--- src/rtl/pigro_pkg.sv ---
// Shared pipeline definitions: opcode encodings and opcode classification
// used by the write-back stage and its neighbours.
package pigro_pkg;

    localparam int OPC_BITS = 5;

    typedef enum logic [OPC_BITS-1:0] {
        OPC_NOP  = 5'd0,
        OPC_ADD  = 5'd1,
        OPC_SUB  = 5'd2,
        OPC_AND  = 5'd3,
        OPC_OR   = 5'd4,
        OPC_XOR  = 5'd5,
        OPC_LSH  = 5'd6,
        OPC_RSH  = 5'd7,
        OPC_ARSH = 5'd8,
        OPC_LDW  = 5'd9,
        OPC_STR  = 5'd10
    } opcode_e;

    typedef enum logic [1:0] {
        CLS_NONE = 2'd0,
        CLS_ALU  = 2'd1,
        CLS_LOAD = 2'd2
    } opclass_e;

    // Opcodes arrive zero-extended to 16 bits so any OPC_W up to 16 can share these helpers.
    function automatic logic is_alu(input logic [15:0] op);
        return (op > 16'(OPC_NOP)) && (op <= 16'(OPC_ARSH));
    endfunction

    function automatic logic is_load(input logic [15:0] op);
        return (op == 16'(OPC_LDW));
    endfunction

    function automatic opclass_e op_class(input logic [15:0] op);
        if (is_alu(op)) begin
            return CLS_ALU;
        end
        if (is_load(op)) begin
            return CLS_LOAD;
        end
        return CLS_NONE;
    endfunction

endpackage

--- src/rtl/wb_fifo.sv ---
// Circular pending-write store with per-slot valid bits, exposing every
// entry so the owner can run a forwarding search across the whole queue.
module wb_fifo #(
    parameter int WIDTH = 36,
    parameter int DEPTH = 4,
    localparam int PTR_W = $clog2(DEPTH),
    localparam int CNT_W = $clog2(DEPTH) + 1
) (
    input  logic                          clk,
    input  logic                          rst,
    input  logic                          i_push,
    input  logic [WIDTH-1:0]              i_pushData,
    input  logic                          i_pop,
    output logic [WIDTH-1:0]              o_headData,
    output logic [CNT_W-1:0]              o_count,
    output logic [PTR_W-1:0]              o_rdPtr,
    output logic [DEPTH-1:0]              o_valid,
    output logic [DEPTH-1:0][WIDTH-1:0]   o_entries
);

    logic [DEPTH-1:0][WIDTH-1:0] r_mem;
    logic [DEPTH-1:0]            r_valid;
    logic [PTR_W-1:0]            r_wrPtr;
    logic [PTR_W-1:0]            r_rdPtr;
    logic [CNT_W-1:0]            r_count;

    logic w_doPush;
    logic w_doPop;

    assign w_doPush = i_push && (r_count < CNT_W'(DEPTH));
    assign w_doPop  = i_pop && (r_count != '0);

    // Payload storage needs no reset: the valid bits alone decide what is live.
    always_ff @(posedge clk) begin
        if (w_doPush) begin
            r_mem[r_wrPtr] <= i_pushData;
        end
    end

    always_ff @(posedge clk) begin
        if (rst) begin
            r_valid <= '0;
            r_wrPtr <= '0;
            r_rdPtr <= '0;
            r_count <= '0;
        end else begin
            if (w_doPush) begin
                r_valid[r_wrPtr] <= 1'b1;
                r_wrPtr          <= r_wrPtr + PTR_W'(1);
            end
            if (w_doPop) begin
                r_valid[r_rdPtr] <= 1'b0;
                r_rdPtr          <= r_rdPtr + PTR_W'(1);
            end
            if (w_doPush && !w_doPop) begin
                r_count <= r_count + CNT_W'(1);
            end else if (!w_doPush && w_doPop) begin
                r_count <= r_count - CNT_W'(1);
            end
        end
    end

    assign o_headData = r_mem[r_rdPtr];
    assign o_count    = r_count;
    assign o_rdPtr    = r_rdPtr;
    assign o_valid    = r_valid;
    assign o_entries  = r_mem;

endmodule

--- src/rtl/wb_queue.sv ---
// Write-back stage: buffers register-file writes until the register file
// grants them, traces retirement, and forwards pending results.
module wb_queue
    import pigro_pkg::*;
#(
    parameter int DATA_W = 32,
    parameter int RA_W   = 4,
    parameter int PC_W   = 5,
    parameter int OPC_W  = 5,
    parameter int DEPTH  = 4
) (
    input  logic                       clk,
    input  logic                       rst,
    input  logic                       in_valid,
    output logic                       in_ready,
    input  logic [OPC_W-1:0]           in_opcode,
    input  logic [RA_W-1:0]            in_dest,
    input  logic [PC_W-1:0]            in_pc,
    input  logic [DATA_W-1:0]          in_alu,
    input  logic [DATA_W-1:0]          in_lmd,
    output logic                       rf_we,
    output logic [RA_W-1:0]            rf_addr,
    output logic [DATA_W-1:0]          rf_data,
    input  logic                       rf_grant,
    input  logic [RA_W-1:0]            fwd_addr,
    output logic                       fwd_hit,
    output logic [DATA_W-1:0]          fwd_data,
    output logic                       retire_valid,
    output logic [PC_W-1:0]            retire_pc,
    output logic [OPC_W-1:0]           retire_opcode,
    output logic [$clog2(DEPTH):0]     count
);

    localparam int ENT_W = DATA_W + RA_W;
    localparam int PTR_W = $clog2(DEPTH);
    localparam int CNT_W = $clog2(DEPTH) + 1;

    logic                        w_transfer;
    logic                        w_isAlu;
    logic                        w_isLoad;
    logic                        w_push;
    logic                        w_pop;
    logic [ENT_W-1:0]            w_pushEntry;
    logic [ENT_W-1:0]            w_headEntry;
    logic [CNT_W-1:0]            w_count;
    logic [PTR_W-1:0]            w_rdPtr;
    logic [DEPTH-1:0]            w_valid;
    logic [DEPTH-1:0][ENT_W-1:0] w_entries;
    logic [PTR_W-1:0]            w_slot;

    logic                        r_retireValid;
    logic [PC_W-1:0]             r_retirePc;
    logic [OPC_W-1:0]            r_retireOpcode;
    logic [RA_W-1:0]             r_lastAddr;
    logic [DATA_W-1:0]           r_lastData;

    assign w_isAlu    = is_alu(16'(in_opcode));
    assign w_isLoad   = is_load(16'(in_opcode));
    assign in_ready   = (w_count < CNT_W'(DEPTH));
    assign w_transfer = in_valid && in_ready;
    assign w_push     = w_transfer && (w_isAlu || w_isLoad);
    assign w_pushEntry = {in_dest, (w_isLoad ? in_lmd : in_alu)};
    assign rf_we      = (w_count != '0);
    assign w_pop      = rf_we && rf_grant;

    wb_fifo #(
        .WIDTH (ENT_W),
        .DEPTH (DEPTH)
    ) u_fifo (
        .clk        (clk),
        .rst        (rst),
        .i_push     (w_push),
        .i_pushData (w_pushEntry),
        .i_pop      (w_pop),
        .o_headData (w_headEntry),
        .o_count    (w_count),
        .o_rdPtr    (w_rdPtr),
        .o_valid    (w_valid),
        .o_entries  (w_entries)
    );

    always_ff @(posedge clk) begin
        if (rst) begin
            r_retireValid  <= 1'b0;
            r_retirePc     <= '0;
            r_retireOpcode <= '0;
        end else begin
            r_retireValid <= w_transfer;
            if (w_transfer) begin
                r_retirePc     <= in_pc;
                r_retireOpcode <= in_opcode;
            end
        end
    end

    // Remember the last presented write so the port holds steady once the queue drains.
    always_ff @(posedge clk) begin
        if (rst) begin
            r_lastAddr <= '0;
            r_lastData <= '0;
        end else if (rf_we) begin
            r_lastAddr <= w_headEntry[ENT_W-1:DATA_W];
            r_lastData <= w_headEntry[DATA_W-1:0];
        end
    end

    assign rf_addr = rf_we ? w_headEntry[ENT_W-1:DATA_W] : r_lastAddr;
    assign rf_data = rf_we ? w_headEntry[DATA_W-1:0]     : r_lastData;

    // Walk oldest to youngest so the last match wins; the popping head still counts.
    always_comb begin
        fwd_hit  = 1'b0;
        fwd_data = '0;
        w_slot   = '0;
        for (int k = 0; k < DEPTH; k++) begin
            w_slot = w_rdPtr + PTR_W'(k);
            if (w_valid[w_slot] && (w_entries[w_slot][ENT_W-1:DATA_W] == fwd_addr)) begin
                fwd_hit  = 1'b1;
                fwd_data = w_entries[w_slot][DATA_W-1:0];
            end
        end
    end

    assign retire_valid  = r_retireValid;
    assign retire_pc     = r_retirePc;
    assign retire_opcode = r_retireOpcode;
    assign count         = w_count;

endmodule

--- config.mk ---
export PLATFORM = sky130hd
export DESIGN_NAME = wb_queue
export DESIGN_NICKNAME = d
export VERILOG_FILES = /design/src/rtl/pigro_pkg.sv /design/src/rtl/wb_fifo.sv /design/src/rtl/wb_queue.sv
export SDC_FILE = /design/constraint.sdc
export NUM_CORES = 1
export LEC_CHECK = 0
export CAP_MARGIN = 30
export CORE_ASPECT_RATIO = 1.4
export CORE_MARGIN = 2
export CORE_UTILIZATION = 35
export DETAILED_ROUTE_END_ITERATION = 8
export MAX_ROUTING_LAYER = met4
export PLACE_DENSITY = 0.51
export SETUP_SLACK_MARGIN = 0.1
export SYNTH_ARGS = -nofsm -noshare
export SYNTH_HDL_FRONTEND = slang
export SYNTH_HIERARCHICAL = 1
export SYNTH_SLANG_ARGS = --single-unit
export TNS_END_PERCENT = 20
--- constraint.sdc ---
create_clock -name clk -period 6.3 [get_ports clk]
set_input_delay 0.63 -clock clk [delete_from_list [all_inputs] [get_ports clk]]
set_output_delay 0.63 -clock clk [all_outputs]
set_load 0.005 [all_outputs]
==> impl_metrics.toml <==
[timing]
slew-limit-headroom_pct = 34.7
holdWs_ns = 0.453
period_needed_ns = 5.35
fin_crit_sh_pct = 85.0
fin_tns_setup_ns = 0
timing.fmax_mhz = 187
finalSetupViolCount = 0
fin_skew_ns = 0.0105
hold_viol_final = 0
setup_slack_ns = 0.947
tightest_slew_ns = 0.979
rsz0062_at_grt = "false"
timing.final.max_slew_violations = 0

[clock_network]
path_clk_slew_ns = 0.06
cts-htree-levels = 1
cts_made_buffers = 23
cts_buffer_depth = 3
cts_resized = 0
clk_latency_ns = 0.52
tritoncts = "done"
hold_buffers = 0
clock-root-buffer = "clkbuf_16"
post_cts_buffers = 0
clock-sinks = 202

[routing]
drc = 0
drt-vias-per-instance = 5.40
drt-initial-drc-count = 457
vias = 9015
routedWlPerCell_um = 19.8
wl_um = 33000
firstDrtPassIters = 5
postRouteAntennaNets = 0

[synthesis]
async_reset_ff_share_pct = 0
ys_ff_latch = 202
ys_seq_area_share_pct = 44.2
syn_nets = 1181
syn-cell-area_sq_mm = 0.0124
synth.avg_cell_area_sq_um = 11.4
synth_edf_count = 144
yosysWarnings = 6
yosysUniqueCellTypes = 45
synth_cells = 1085
synthFlopType = "edfxtp_1"

[floorplanning]
dieArea_sq_mm = 0.0370
std_cell_rows = 81
start_util_pct = 35.5
die_h_um = 227
dieWidth_um = 163
coreArea_sq_mm = 0.0350
io_pins = 171

[layout]
layout-drive-gt1-share_pct = 21.5
fin_nets = 1293
synthToLayoutAreaGrowth_pct = 22.0
finalNonFillerCells = 1668
multiInputGateArea_sq_mm = 0.00647
regArea_sq_mm = 0.00549
fill_cells = 3243
n_antenna_cell = 0

[setup_path]
end_kind = "primary output"
slowest_delay_ns = 0.91
cp_num_buf_inv = 2
cp.required_ns = 5.67
critPathLaunch = "u_fifo/o_rdPtr[1]"
cp_slowest_cell = "dfxtp_4"
cp_max_fo = 60
r2r-start = "u_fifo/o_count[2]"
path_cells = "mux2i_1 -> xnor2_1 -> nor2_1 -> o2111ai_4 -> buf_4 -> o2111ai_1 -> a221oi_1 -> clkdlybuf4s50_1"
path_delay_family = "compound AO/OA/AOI/OAI gates"
crit_arrival_ns = 4.72
criticalPathCategory = "flip-flop to primary output"
critPathLaunchType = "flip-flop"

[place]
gp_congestion = 0.766
io_buffers = 170
pre_cts_ws_ns = 1.43
dp.cells = 1628
dpl.hpwl_um = 20700

[grt]
track_usage_pct = 18.3
antenna_found_initial = 0
grt_pass1_vias = 9010
grt_max_degree = 160
grt_pass1_wl_um = 51200
gr-total-overflow = 0

[run_status]
status = "complete, no violations"

[power]
p_per_area_mw_per_mm2 = 295
p_leak_uw = 0.00485
ir_drop_mv = 0.380

[hold_path]
hp-start = "retire_opcode[3]"
hold_path_class = "flip-flop to flip-flop"

[run]
drv_cap = 0
-- metal layers --
layer  wire (um)  vias to the layer above  global-route usage [%]
met5           0                        -                       -
met2       16300                      227                    31.0
met3        1300                       58                    2.34
met1       14400                     4396                    22.5
li1            -                     4334                       -
met4         990                        0                    6.54
-- cell usage in the layout, fill, tap and decap left out, types with 32 or more instances in the layout --
cell type	instances
mux4_2	42
clkdlybuf4s50_1	169
o311a_1	32
mux2i_1	79
dfxtp_1	56
nand2_1	152
edfxtp_1	144
mux2_2	133
a21oi_1	47
o21ai_0	35
nor2_1	75
o2111ai_1	32
nor2b_1	41
-- cell type report --
class | count | area share [%]
multi-input combinational | 776 | 42.7
clock inverter | 10 | 0.702
tap | 456 | 3.77
inverter | 9 | 0.240
sequential | 202 | 36.3
clock buffer | 30 | 4.24
timing repair buffer | 185 | 12.1
-- power breakdown --
part | leakage [uW] | switching [uW] | internal [uW]
sequential | 0.00178 | 71.8 | 1560
clock | 0.000363 | 538 | 796
combinational | 0.00271 | 669 | 826
total | 0.00485 | 1280 | 3190
-- worst register-to-register path, delay by kind of cell (launching register included) --
family	cells	cell delay, ns
buffers and inverters	2	0.49
and+or+nand+nor	4	2.24
DFF	1	0.38
-- registers in the layout (all words and copies together), names as in the netlist --
signal / count
u_fifo/o_entries: 144
r_lastData: 32
retire_opcode: 5
retire_pc: 5
r_lastAddr: 4
u_fifo/o_valid: 4
u_fifo/o_count: 3
u_fifo/o_rdPtr: 2
u_fifo/r_wrPtr: 2
retire_valid: 1
-- synth_stat cells (33+ instances only) --
master	instances	area share (%)
o2111ai_1	33	2.3
clkbuf_1	51	1.5
edfxtp_1	144	35
nor2b_1	41	2.1
dfxtp_1	58	9.4
o21ai_0	35	1.4
nor2_1	76	2.3
mux2i_1	79	6.4
a21oi_1	47	1.9
mux2_2	133	12
mux4_2	42	7.6
nand2_1	152	4.6
-- logic make-up (layout without fill, tap and decap cells) --
kind of cell,count (synthesis),after routing,share of synthesized area [%]
AO/OA/AOI/OAI,201,201,12.9
XOR/XNOR,26,26,1.83
adder cells (fa/ha/maj),10,10,1.07
buffers and inverters,107,234,4.20
flip-flops,202,202,44.2
multiplexers,254,254,26.1
AND/OR/NAND/NOR,285,285,9.74
-- stage by stage --
stage / total power, uW / cell area, sq um / utilization, %
CTS: 4550 / 15100 / 43.3
floorplan: 2520 / 12400 / -
global placement: 3180 / 14400 / 41.2
detailed placement: 3190 / 14400 / 41.2
global route: 4730 / 15100 / 43.3
finish: 4470 / 15100 / 43.3
-- final timing paths --
check	endpoint	slack, ns	depth (start not counted)
setup / recovery	fwd_data[3]	0.95	8
hold / removal	retire_opcode[3]	0.45	2
setup reg to reg	u_fifo/o_entries[117]	2.86	6
hold reg to reg	retire_opcode[3]	0.45	2
No activity file was read; power rests on OpenSTA's default activity.
